==> config.mk <==
export PLATFORM = sky130hd
export DESIGN_NAME = signext_unit
export DESIGN_NICKNAME = d
export VERILOG_FILES = /design/src/rtl/signext_unit.sv
export SDC_FILE = /design/constraint.sdc
export NUM_CORES = 1
export LEC_CHECK = 0
export CORE_ASPECT_RATIO = 1.2
export CORE_MARGIN = 4
export CORE_UTILIZATION = 36
export CTS_CLUSTER_SIZE = 25
export DETAILED_ROUTE_END_ITERATION = 7
export GPL_ROUTABILITY_DRIVEN = 0
export HOLD_SLACK_MARGIN = 0.03
export PLACE_DENSITY = 0.85
export RECOVER_POWER = 25
export SLEW_MARGIN = 25
export SYNTH_ARGS = -nofsm -noshare
export SYNTH_HDL_FRONTEND = slang
export SYNTH_SLANG_ARGS = --single-unit
==> constraint.sdc <==
create_clock -name clk -period 3.85 [get_ports clk]
set_clock_uncertainty 0.05 [all_clocks]
set_input_delay 0.9625 -clock clk [delete_from_list [all_inputs] [get_ports clk]]
set_output_delay 0.9625 -clock clk [all_outputs]
set_load 0.02 [all_outputs]
==> src/rtl/signext_unit.sv <==
// rtl/signext_unit.sv - registered LEGv8 immediate sign-extender (LDUR/STUR/CBZ)
//
// Decodes a 32-bit instruction word and produces its sign-extended 64-bit
// immediate one clock after the word is strobed in.
//
// Ports:
//   clk    in   1   system clock, rising-edge
//   reset  in   1   asynchronous active-low reset
//   en     in   1   input strobe; samples `a` on the next rising edge
//   a      in  32   instruction word
//   y      out 64   registered sign-extended immediate (0 for unsupported words)
//   valid  out  1   high for the single cycle after a sampled `en`
//   hit    out  1   registered flag: sampled word was LDUR, STUR or CBZ

module signext_unit (
    input  logic        clk,
    input  logic        reset,
    input  logic        en,
    input  logic [31:0] a,
    output logic [63:0] y,
    output logic        valid,
    output logic        hit
);

    localparam logic [10:0] OPC_LDUR = 11'b111_1100_0010;
    localparam logic [10:0] OPC_STUR = 11'b111_1100_0000;
    localparam logic [7:0]  OPC_CBZ  = 8'b1011_0100;

    logic [63:0] ext_d;
    logic        match_d;
    logic [63:0] y_q;
    logic        valid_q;
    logic        hit_q;

    // D-format and CB opcodes differ in a[31:29], so the cases never overlap.
    always_comb begin
        ext_d   = 64'h0;
        match_d = 1'b0;
        if (a[31:21] == OPC_LDUR || a[31:21] == OPC_STUR) begin
            ext_d   = {{55{a[20]}}, a[20:12]};
            match_d = 1'b1;
        end else if (a[31:24] == OPC_CBZ) begin
            ext_d   = {{45{a[23]}}, a[23:5]};
            match_d = 1'b1;
        end
    end

    always_ff @(posedge clk or negedge reset) begin
        if (!reset) begin
            y_q     <= 64'h0;
            valid_q <= 1'b0;
            hit_q   <= 1'b0;
        end else begin
            valid_q <= en;
            // y and hit hold their last result while idle.
            if (en) begin
                y_q   <= ext_d;
                hit_q <= match_d;
            end
        end
    end

    assign y     = y_q;
    assign valid = valid_q;
    assign hit   = hit_q;

endmodule

==> results.py <==
metrics = {
    "final_layout": {
        "final_area_um2": 2020,
        "regArea_um2": 526,
        "area_growth_syn_to_layout_pct": 51.8,
        "diodes": 0,
        "drive_gt1_share_pct": 4.71,
        "n_fill_cell": 289,
        "multi_input_area_um2": 385,
        "nets": 227,
    },
    "worst_setup_path": {
        "cp_max_fo": 41,
        "cp.required_ps": 3960,
        "setup.worst_path.start": "en",
        "start_kind": "input pin",
        "worstSetupPathType": "input pin to flop",
        "endpoint_kind": "flop",
        "rr_startpoint": "y[7]",
        "cp.arrival_ps": 3060,
    },
    "sta": {
        "period_minus_slack_ps": 2950,
        "fin_crit_sh_pct": 76.7,
        "drv_slew": 42,
        "tightest_slew_ps": 1630,
        "setup_viol_count_final": 0,
        "setup_tns_ps": 0,
        "hold_viol": 0,
        "holdWs_ps": 473,
        "rsz0062_at_grt": "false",
        "timing.fmax_mhz": 339,
        "slew_headroom_pct": -8.92,
    },
    "die": {
        "die-area_um2": 4740,
        "coreArea_um2": 3450,
        "dieHeight_um": 74.6,
        "dieWidth_um": 63.5,
        "num_io_pins": 101,
        "start_util_pct": 38.6,
        "rows": 23,
    },
    "global_route": {
        "antenna_found_initial": 0,
        "grt.total_usage_pct": 13.5,
        "gr-total-overflow": 0,
        "grt_first_pass_wirelength_mm": 5.15,
        "grt_pass1_vias": 1015,
        "grt_max_degree": 47,
    },
    "detailed_routing": {
        "highest_layer": "met4",
        "wl_mm": 3.34,
        "drc": 0,
        "vias": 1081,
        "drtIter0Drc": 61,
        "wl_per_cell_um": 14.7,
        "ant_nets": 0,
        "vias_per_cell": 4.74,
        "dr_wl_met2_mm": 1.67,
        "met1_length_mm": 1.39,
        "drt_pass1_iterations": 4,
        "wl_met3_um": 240,
    },
    "power_and_ir_drop": {
        "netSwitchingPower_w": 0.000105,
        "ir_worst_vdd_mv": 0.150,
        "power_density_nw_per_um2": 216,
        "pwr-share-comb_pct": 15.2,
        "swShare_pct": 24.0,
        "p_int_w": 0.000332,
        "seq_power_share_pct": 51.3,
        "p_leak_nw": 0.816,
        "power_frac_clock_pct": 33.5,
        "finalPower_w": 0.000436,
    },
    "clocking": {
        "ctsResizeCount": 0,
        "root_buffer": "clkbuf_8",
        "cts-htree-levels": 1,
        "cts_tree": "yes",
        "cts_buffer_depth": 2,
        "cts_setup_buffers": 0,
        "cts_buffers": 3,
        "clock_sinks": 21,
        "holdBufCountCts": 0,
        "insertion_delay_ps": 260,
        "clk_pin_slew_ps": 80,
    },
    "outcome": {
        "violations": "capacitance limit, slew limit",
        "status": "complete, but fails checks",
    },
    "yosys": {
        "yosys_register_bits": 21,
        "synth.area.top_cells": "dfrtp_1 (39%), buf_4 (25%), o221ai_1 (11%)",
        "synth_warnings": 0,
        "synth_top_area_share_pct": 39.4,
        "ys_seq_area_share_pct": 39.4,
        "synth_top_area_cell": "dfrtp_1",
        "syn-cell-area_um2": 1330,
        "synth_cell_types": 22,
        "synth_cells": 140,
        "synth.net_count": 175,
        "syn_avg_cell_area_um2": 9.52,
    },
    "min_path": {
        "hold_class": "flop to flop",
        "hp-start": "hit",
    },
    "flow_run": {
        "drv_cap": 1,
    },
    "placement": {
        "io_buffers": 95,
        "dp_hpwl_mm": 2.49,
        "postPlaceCellArea_um2": 1990,
    },
}
[kinds of logic after synthesis]
group	count (synthesis)	share of synthesized area, %
simple gates	29	14.6
flops	21	39.4
compound gates	22	13.5
buf+inv	67	31.6
mux	1	0.751
[synthesized netlist by cell type]
cell type	n
o21ai_0	1
o221ai_1	17
a41oi_1	1
nor2_1	1
nor3b_1	1
a21oi_1	2
mux2i_1	1
dfrtp_1	21
nand4_2	1
inv_1	17
buf_1	1
nand2_1	11
nand2_4	1
nor4b_4	1
nor2b_1	2
nand4_1	8
a21boi_1	1
buf_4	45
and4bb_2	1
buf_2	1
clkbuf_1	3
and4b_1	2
[worst max-delay path, stage by stage]
cell and delay (ps):
clkdlybuf4s50_1 470, clkbuf_1 1180, nand2_1 210, o221ai_1 240
[layer usage]
| metal | track usage [%] | vias up |
|---|---|---|
| met5 | 0 | - |
| met4 | 4.32 | 0 |
| met3 | 2.69 | 4 |
| met2 | 23.4 | 54 |
| met1 | 17.2 | 479 |
| li1 | - | 544 |
[path summary, 6_finish.rpt]
check / end / slack [ps] / cells after the start
max reg2reg: y[7] / 2860 / 3
max: y[2] / 900 / 4
max in group asynchronous: y[4] / 2250 / 1
min reg2reg: hit / 470 / 2
min: hit / 470 / 2
min in group asynchronous: y[10] / 840 / 1
[cells in the final DEF (no fill, tap or decap), drive strengths merged, types with 2 or more instances in the layout]
cell | Yosys | final
inv | 17 | 17
clkbuf | 3 | 5
dlygate4sd3 | 0 | 5
nor2b | 2 | 2
nand2 | 12 | 12
o221ai | 17 | 17
dfrtp | 21 | 21
nand4 | 9 | 9
a21oi | 2 | 2
clkdlybuf4s50 | 0 | 89
and4b | 2 | 2
[through the flow]
step	util (%)	cells	worst slack, ps
detailed placement	57.5	224	1190
global route	58.6	228	713
floorplan	-	140	1450
global placement	57.5	224	1230
finish	58.6	228	897
CTS	58.9	228	1170
[cell type report]
cell class	count	share of cell area, %
clock buffer	3	2.04
clock inverter	1	0.247
inverter	17	3.15
multi-input combinational	52	19.0
sequential	21	26.0
tap	37	2.29
timing repair buffer	97	47.2
[power by group through the flow]
stage / combinational (W) / sequential (W) / clock (W)
floorplan: 0.0000195 / 0.000232 / 0
detailed placement: 0.0000681 / 0.000228 / 0
finish: 0.0000664 / 0.000224 / 0.000146
global placement: 0.0000679 / 0.000228 / 0
global route: 0.0000718 / 0.000224 / 0.000155
CTS: 0.0000682 / 0.000224 / 0.000148
[flip-flops by register name, indices dropped and copies added (netlist names)]
signal  flops
y          19
hit         1
valid       1
Note: power is estimated with default switching activity, not from simulation.
